===== src/rtl/xor_pkg.sv =====
// Shared types and helpers for the XOR accumulation datapath.
package xor_pkg;

  typedef enum logic [1:0] {
    IDLE  = 2'd0,
    ACCUM = 2'd1,
    HOLD  = 2'd2
  } state_t;

  localparam int PAR_EVEN = 0;
  localparam int PAR_ODD  = 1;

  // Wide enough for any word this datapath carries; zero-extension leaves the XOR unchanged.
  localparam int XOR_FN_W = 256;

  function automatic logic xor_reduce(input logic [XOR_FN_W-1:0] word);
    return ^word;
  endfunction

endpackage


===== src/rtl/xor_reduce_tree.sv =====
// Balanced combinational XOR tree: folds a WIDTH-bit word to one parity bit.
// Zero latency; no handshake.
module xor_reduce_tree #(
  parameter int WIDTH = 8
) (
  input  logic [WIDTH-1:0] word,
  output logic             parity
);

  generate
    if (WIDTH == 1) begin : g_leaf
      assign parity = word[0];
    end else begin : g_split
      localparam int LO = WIDTH / 2;
      logic p_lo;
      logic p_hi;

      xor_reduce_tree #(.WIDTH(LO)) u_lo (
        .word   (word[LO-1:0]),
        .parity (p_lo)
      );

      xor_reduce_tree #(.WIDTH(WIDTH - LO)) u_hi (
        .word   (word[WIDTH-1:LO]),
        .parity (p_hi)
      );

      assign parity = p_lo ^ p_hi;
    end
  endgenerate

endmodule


===== src/rtl/xor_accumulator.sv =====
// Frame XOR/parity/beat-count engine; result registered one cycle after the closing beat,
// in_ready drops only while a result is held and out_ready is low. Optional check: XOR_ACC_CHECK_EN.
module xor_accumulator
  import xor_pkg::*;
#(
  parameter  int WIDTH     = 8,
  parameter  int MAX_BEATS = 16,
  parameter  int ODD       = 0,
  localparam int CW        = $clog2(MAX_BEATS + 1)
) (
  input  logic             clk,
  input  logic             rst,
  input  logic             in_valid,
  output logic             in_ready,
  input  logic [WIDTH-1:0] in_data,
  input  logic             in_last,
  output logic             out_valid,
  input  logic             out_ready,
  output logic [WIDTH-1:0] out_word,
  output logic             out_parity,
  output logic [CW-1:0]    out_beats,
  output logic             out_ovf
`ifdef XOR_ACC_CHECK_EN
  ,
  input  logic             exp_parity,
  output logic             out_err
`endif
);

  localparam logic [CW-1:0] MAX_CNT = CW'(MAX_BEATS);
  localparam logic          PAR_INV = (ODD == PAR_ODD);

  state_t           state;
  state_t           state_nxt;
  logic [WIDTH-1:0] acc;
  logic [WIDTH-1:0] acc_nxt;
  logic [CW-1:0]    cnt;
  logic [CW-1:0]    cnt_nxt;
  logic             accept;
  logic             close;
  logic             par_nxt;

  assign in_ready = (state != HOLD) || out_ready;
  assign accept   = in_valid && in_ready;

  always_comb begin
    state_nxt = state;
    acc_nxt   = acc;
    cnt_nxt   = cnt;
    close     = 1'b0;
    if (accept) begin
      // Only an open frame folds; from IDLE or a retiring HOLD the beat starts fresh.
      if (state == ACCUM) begin
        acc_nxt = acc ^ in_data;
        cnt_nxt = cnt + CW'(1);
      end else begin
        acc_nxt = in_data;
        cnt_nxt = CW'(1);
      end
      close     = in_last || (cnt_nxt == MAX_CNT);
      state_nxt = close ? HOLD : ACCUM;
    end else if ((state == HOLD) && out_ready) begin
      state_nxt = IDLE;
    end
  end

  xor_reduce_tree #(.WIDTH(WIDTH)) u_tree (
    .word   (acc_nxt),
    .parity (par_nxt)
  );

  always_ff @(posedge clk or posedge rst) begin
    if (rst) begin
      state <= IDLE;
    end else begin
      state <= state_nxt;
    end
  end

  always_ff @(posedge clk or posedge rst) begin
    if (rst) begin
      acc        <= '0;
      cnt        <= '0;
      out_valid  <= 1'b0;
      out_word   <= '0;
      out_parity <= PAR_INV;
      out_beats  <= '0;
      out_ovf    <= 1'b0;
    end else begin
      acc       <= acc_nxt;
      cnt       <= cnt_nxt;
      out_valid <= (state_nxt == HOLD);
      if (close) begin
        out_word   <= acc_nxt;
        out_parity <= par_nxt ^ PAR_INV;
        out_beats  <= cnt_nxt;
        out_ovf    <= !in_last;
      end
    end
  end

`ifdef XOR_ACC_CHECK_EN
  always_ff @(posedge clk or posedge rst) begin
    if (rst) begin
      out_err <= 1'b0;
    end else if (close) begin
      out_err <= ((par_nxt ^ PAR_INV) != exp_parity) || !in_last;
    end
  end
`endif

endmodule


===== config.mk =====
export PLATFORM = sky130hd
export DESIGN_NAME = xor_accumulator
export DESIGN_NICKNAME = d
export VERILOG_FILES = /design/src/rtl/xor_pkg.sv /design/src/rtl/xor_reduce_tree.sv /design/src/rtl/xor_accumulator.sv
export SDC_FILE = /design/constraint.sdc
export NUM_CORES = 1
export LEC_CHECK = 0
export ABC_AREA = 1
export BUFFER_PORTS_ARGS = -buffer_cell sky130_fd_sc_hd__clkbuf_2
export CAP_MARGIN = 20
export CELL_PAD_IN_SITES_DETAIL_PLACEMENT = 1
export CELL_PAD_IN_SITES_GLOBAL_PLACEMENT = 2
export CORE_MARGIN = 2
export CORE_UTILIZATION = 34
export DETAILED_ROUTE_END_ITERATION = 6
export PLACE_DENSITY = 0.91
export SETUP_SLACK_MARGIN = 0.4
export SKIP_LAST_GASP = 1
export SLEW_MARGIN = 20
export SYNTH_ARGS = -nofsm -noshare
export SYNTH_HDL_FRONTEND = slang
export SYNTH_HIERARCHICAL = 1
export SYNTH_SLANG_ARGS = --single-unit

===== constraint.sdc =====
create_clock -name clk -period 3.5 [get_ports clk]
set_input_delay 0.525 -clock clk [delete_from_list [all_inputs] [get_ports clk]]
set_output_delay 0.525 -clock clk [all_outputs]
set_load 0.05 [all_outputs]

**Word-level counts from Yosys, hierarchy flattened**

Cells that the tools add are included.

- Add/subtract/negate cells: 1
- Equality and inequality tests: 5
- Mux-type cells: 9
- Bitwise logic cells: 8
- Reductions and logical operators: 5

Operators by type and width:

| operator | number |
|---|---|
| two-way mux 8 bit | 2 |
| two-way mux 5 bit | 3 |
| bitwise XOR 8 bit | 1 |
| bitwise XOR 1 bit | 7 |
| two-way mux 2 bit | 3 |
| adder 5 x 1 -> 5 bit, second input constant | 1 |
| == test 5 bit, second input constant | 1 |
| == test 2 bit, second input constant | 2 |
| == test 2 x 1 -> 1 bit, second input constant | 1 |
| logical AND 1 bit | 2 |
| logical OR 1 bit | 2 |
| inequality test 2 bit, second input constant | 1 |
| logical NOT 1 bit | 1 |
| two-way mux 1 bit | 1 |

- Register bits: 31
- Input port bits: 13
- Output and inout port bits: 17
- Logic and storage cells: 36

**Logic depth before layout (Yosys ltp)**

- Word-level depth: 9
- Gate-level depth with buffers: 20
- Gate-level depth less buffers: 18

**Cells and area by module**

The synthesis kept the hierarchy.

Modules (own cells, without submodules):

| module | instances | cells each | area each (µm²) | seq. area each (µm²) |
|---|---|---|---|---|
| xor_accumulator | 1 | 181 | 1534.0 | 775.7 |
| xor_reduce_tree at u_tree ... | 7 | 5 | 18.8 | 0.0 |
| xor_reduce_tree at u_tree.g_split.u_hi.g_split.u_hi.g_split.u_hi ... | 8 | 1 | 7.5 | 0.0 |

**Least setup slack after synthesis**

No wires, ideal clock.

- Path type: input -> register
- Start: input out_ready
- End: register out_parity
- Library setup time: 0.118 ns
- Arrival: 2.007 ns
- Data required time: 3.382 ns
- Path slack: 1.375 ns
- Stages on the path: 18
- Path buffers: 2
- Cells stage by stage: inv_1 nand3_2 nand2_4 buf_2 nand2_1 nand2_1 buf_4 inv_1 nand2_1 nand2_1 inv_1 nand2_1 nand2_1 inv_1 nand2_1 nand2_1 nand2_1 nand2_1

- Word-level cells in the longest chain between the ends: 6
- Elaborated cells between the ends (all ways): 11
- Classes of those cells: 2 x mux; 7 x bitwise; 2 x reduce/logical

Ends and longest elaborated chain:

| item | RTL line | RTL |
|---|---|---|
| from (decl) | xor_accumulator.sv:18 | `input logic out_ready,` |
| logical OR 1 bit | xor_accumulator.sv:43 | `assign in_ready = (state != HOLD) \|\| out_ready;` |
| named net in_ready | xor_accumulator.sv:14 | `output logic in_ready,` |
| logical AND 1 bit | xor_accumulator.sv:44 | `assign accept = in_valid && in_ready;` |
| two-way mux 8 bit | xor_accumulator.sv:51 | `if (accept) begin` |
| named net acc_nxt[0] | xor_accumulator.sv:36 | `logic [WIDTH-1:0] acc_nxt;` |
| bitwise XOR 1 bit | xor_reduce_tree.sv:28 | `assign parity = p_lo ^ p_hi;` |
| named net u_tree.g_split.u_lo.g_split.p_lo | xor_reduce_tree.sv:15 | `logic p_lo;` |
| bitwise XOR 1 bit | xor_reduce_tree.sv:28 |  |
| named net u_tree.g_split.p_lo | xor_reduce_tree.sv:15 |  |
| bitwise XOR 1 bit | xor_reduce_tree.sv:28 |  |
| named net par_nxt | xor_accumulator.sv:41 | `logic par_nxt;` |
| to (signal assigned) | xor_accumulator.sv:95 | `out_parity <= par_nxt ^ PAR_INV;` |
| to (decl) | xor_accumulator.sv:20 | `output logic out_parity,` |

The timed path passes the listed nets, and every way through them passes these cells.
A chain may end at the register's enable or synchronous reset.

**Final worst setup path**

- Start: register state[0]
- End: register out_parity

- Word-level cells in the longest chain between the ends: 7
- Elaborated cells between the ends (all ways): 18
- Classes of those cells: 3 x eq/ne; 5 x mux; 7 x bitwise; 3 x reduce/logical

Ends and longest elaborated chain:

| item | RTL line | RTL |
|---|---|---|
| from (decl) | xor_accumulator.sv:33 | `state_t state;` |
| from (signal assigned) | xor_accumulator.sv:76 | `state <= state_nxt;` |
| inequality test 2 bit | xor_accumulator.sv:43 |  |
| logical OR 1 bit | xor_accumulator.sv:43 |  |
| logical AND 1 bit | xor_accumulator.sv:44 |  |
| two-way mux 8 bit * | xor_accumulator.sv:51 |  |
| named net acc_nxt[1] | xor_accumulator.sv:36 |  |
| bitwise XOR 1 bit * | xor_reduce_tree.sv:28 |  |
| named net u_tree.g_split.u_lo.g_split.p_lo | xor_reduce_tree.sv:15 |  |
| bitwise XOR 1 bit * | xor_reduce_tree.sv:28 |  |
| named net u_tree.g_split.p_lo | xor_reduce_tree.sv:15 |  |
| bitwise XOR 1 bit * | xor_reduce_tree.sv:28 |  |
| named net par_nxt | xor_accumulator.sv:41 |  |

The timed path passes the listed nets; every way through them passes the cells marked *. The select of a mux whose other input is x is not followed.

==> parameters.txt <==
Parameter                              Value

Run status
  Outcome ... complete, no violations

Power and ir drop
  Design internal power ... 0.687 mW
  Leak ... 1.08 nW
  Pwr/cell area ... 620 nW/um^2
  Net switching share of the total power ... 42.7%
  Sequential share of power ... 39.9%
  Pwr Total ... 1.20 mW
  Worst-case vdd ir drop ... 233 uV
  Part of the total power dissipated in the clock network ... 23.1%
  Relative contribution of combinational cells to total power ... 37.0%
  Switching pwr ... 0.511 mW

Placed design
  Routability-driven placement congestion ratio ... 0.757
  Port Buffer Count ... 29
  Final HPWL DP ... 2770 um

Routing
  DRT Pass-1 Iters ... 4
  Violation count after the first detailed-route iteration ... 71
  Residual antenna-violating net count after detailed routing ... 0
  DRC viols ... 0
  Detailed Route WL ... 3950 um
  Routed wirelength normalized by instance count ... 12.5 um
  Vias per cell ... 4.57
  Vias after detailed routing ... 1,439

Logic synthesis
  Post-synthesis instance area ... 1730 um^2
  Syn_area_per_cell ... 7.70 um^2
  Synthesis Warnings ... 6
  Sequential element share of the synthesized area ... 45.0%
  Total nets after synthesis ... 238
  Number of distinct library cell variants in the gate-level netlist after synthesis ... 21
  Number of cells produced by synthesis ... 224
  Post-synthesis sequential element count ... 31

CTS
  Post-CTS setup-driven buffer insertion count ... 0
  Clock tree from TritonCTS ... done
  Clk Tree Root Cell ... clkbuf_8
  Number of sinks driven by the clock tree ... 31
  CTS Buffer Depth ... 2
  Clock transition time at the flip-flop clock pins of the worst setup and hold paths ... 70 ps
  Post-cts sizing count ... 0
  Clock insertion delay at the later pin of the skew report ... 290 ps
  Hold buffer count at cts ... 0
  CTS HTree Levels ... 2
  Number of buffers created by CTS ... 5

Timing
  Maximum clock rate ... 483 MHz
  Setup Viol. Count Final ... 0
  Final critical path time including I/O delays and setup ... 2070 ps
  Setup TNS ... 0 ps
  Tightest Pin Transition ... 421 ps
  Final cycle utilization of the critical path ... 59.1%
  Number of hold violations in the final report ... 0
  Normalized max-slew margin ... 71.9%
  Final worst clock skew ... 7.42 ps
  Final Max Slew Viols ... 0
  RSZ-0062 raised after global routing ... no

Global route
  Total global routing track utilization ... 16.1%
  Overflow after GRT ... 0
  Via count of the first global-routing pass ... 1,438
  First-pass GRT wire length ... 6770 um
  Number of antenna violations at the first check in global routing ... 0
  Largest net degree at the start of global routing ... 32

Hold path
  Worst hold path type ... in2async

Worst setup path
  Startpoint of the worst register-to-register path ... state[0]$_DFF_PP0_
  Reg2Reg Capture Point ... out_parity$_DFFE_PP0P_
  Critical path capture point ... out_parity$_DFFE_PP0P_
  Type of the worst setup path ... reg2reg
  Slack of the worst reg-to-reg path ... 1430 ps
  Reg2Reg Depth ... 18
  Kind of end point of the critical path ... flop
  CP startpoint kind ... flop
  Crit-path max FO ... 16
  Worst Path Required ... 3680 ps
  Beginning of the critical path ... state[0]$_DFF_PP0_
  WP data arrival ... 2250 ps

Finish
  Signed area change from the synthesized netlist to the final layout ... 12.0%
  Diode insertion count for antenna repair ... 0
  Number of fill cells in the layout ... 632
  Most common cell after layout, fill and taps aside ... nand2_1
  Top library cells by usage in the layout, fill and taps aside ... nand2_1, dfrtp_1, clkbuf_2, inv_1, nand3_1
  Layout cells sized above 1 ... 19.4%
  Final net count ... 261
  Finished Core Util ... 40.1%

Floorplan
  Horiz. Die Dim ... 75.2 um
  Top-level I/O count ... 30
  FP Rows ... 25
  Y dimension of the die ... 75.2 um
  Area of the core ... 4820 um^2
  Starting utilization of the core area ... 35.8%
  Die Outline Area ... 5660 um^2

Flow run
  Number of maximum-capacitance violations ... 0
==> sequential cells by signal, summed over array words and instances (netlist names) <==
| register | cells |
|---|---|
| out_ovf | 1 |
| out_valid | 1 |
| cnt | 5 |
| acc | 8 |
| state | 2 |
| out_beats | 5 |
| out_word | 8 |
| out_parity | 1 |
==> cell type report <==
| type | instances | area [um^2] | share of cell area, % |
|---|---|---|---|
| clock inverter | 3 | 15.0 | 0.777 |
| sequential | 31 | 776 | 40.2 |
| clock buffer | 5 | 68.8 | 3.56 |
| multi-input combinational | 151 | 731 | 37.8 |
| tap | 67 | 83.8 | 4.34 |
| inverter | 28 | 105 | 5.44 |
| timing repair buffer | 30 | 153 | 7.90 |
==> worst min-delay path by stage <==
stage               cells after the start                       to
floorplan                               2         cnt[4]$_DFF_PP0_
global placement                        2  out_word[6]$_DFFE_PP0P_
detailed placement                      2  out_word[6]$_DFFE_PP0P_
CTS                                     3      out_ovf$_DFFE_PP0P_
global route                            3      out_ovf$_DFFE_PP0P_
finish                                  3  out_word[0]$_DFFE_PP0P_
==> power groups by stage <==
stage | Combinational, mW | Clock, mW | Sequential (mW)
after floorplan | 0.243 | 0 | 0.613
after global placement | 0.439 | 0 | 0.482
after detailed placement | 0.449 | 0 | 0.484
after CTS | 0.451 | 0.289 | 0.478
after global routing | 0.499 | 0.300 | 0.487
final | 0.443 | 0.277 | 0.478
==> per-layer routing <==
metal / wire length, um / global-route usage, %
met1: 1860 / 21.1
met5: 0 / 0
met4: 59 / 5.85
met2: 1840 / 25.9
met3: 189 / 3.75
==> logic make-up (layout without fill, tap and decap cells) <==
logic type	count (synthesis)	in the layout	share of synthesized area [%]
DFF	31	31	45.0
AOI/OAI and AO/OA	15	15	4.79
adders and majority gates	1	1	0.725
buffers and inverters	42	66	12.7
xor gates and xnor gates	8	8	4.06
and+or+nand+nor	127	127	32.8
==> metrics by stage <==
| stage | hold slack, ps | worst slack, ps | cells | cell area [um^2] |
|---|---|---|---|---|
| global placement | 490 | 1450 | 307 | 1850 |
| CTS | 320 | 1400 | 315 | 1930 |
| floorplan | 507 | 1370 | 224 | 1730 |
| detailed placement | 495 | 1350 | 307 | 1850 |
| finish | 300 | 1430 | 315 | 1930 |
| global route | 339 | 1120 | 315 | 1930 |
==> synth_stat cells <==
cell | count | share of area (%)
nand2_4 | 3 | 2.0
nor2_2 | 2 | 0.73
buf_4 | 10 | 4.4
buf_2 | 1 | 0.29
a21oi_1 | 1 | 0.29
o21ai_0 | 11 | 3.2
nand2_8 | 1 | 1.2
nand3_1 | 21 | 6.1
buf_6 | 3 | 2.0
nand2_1 | 95 | 21
nand4_1 | 2 | 0.73
ha_1 | 1 | 0.73
o211ai_1 | 2 | 0.87
a21boi_0 | 1 | 0.44
dfrtp_1 | 31 | 45
xnor2_1 | 8 | 4.1
inv_2 | 2 | 0.44
inv_1 | 26 | 5.7
nor2_1 | 1 | 0.22
nor2_4 | 1 | 0.65
nand3_2 | 1 | 0.58
==> critical path, stage by stage, from the launching register on <==
cell     delay [ps]
dfrtp_1         400
inv_1           150
nor2_4           70
inv_1           330
nand2_1          90
o21ai_0          90
nand2_1          70
nand2_1         130
inv_1            60
nand2_1          60
nand2_1          90
inv_1            70
nand2_1          40
nand2_1          80
inv_1            40
nand2_1          50
nand2_1          50
nand2_1          50
nand2_1          50
Note: power is estimated with default switching activity, not from simulation.
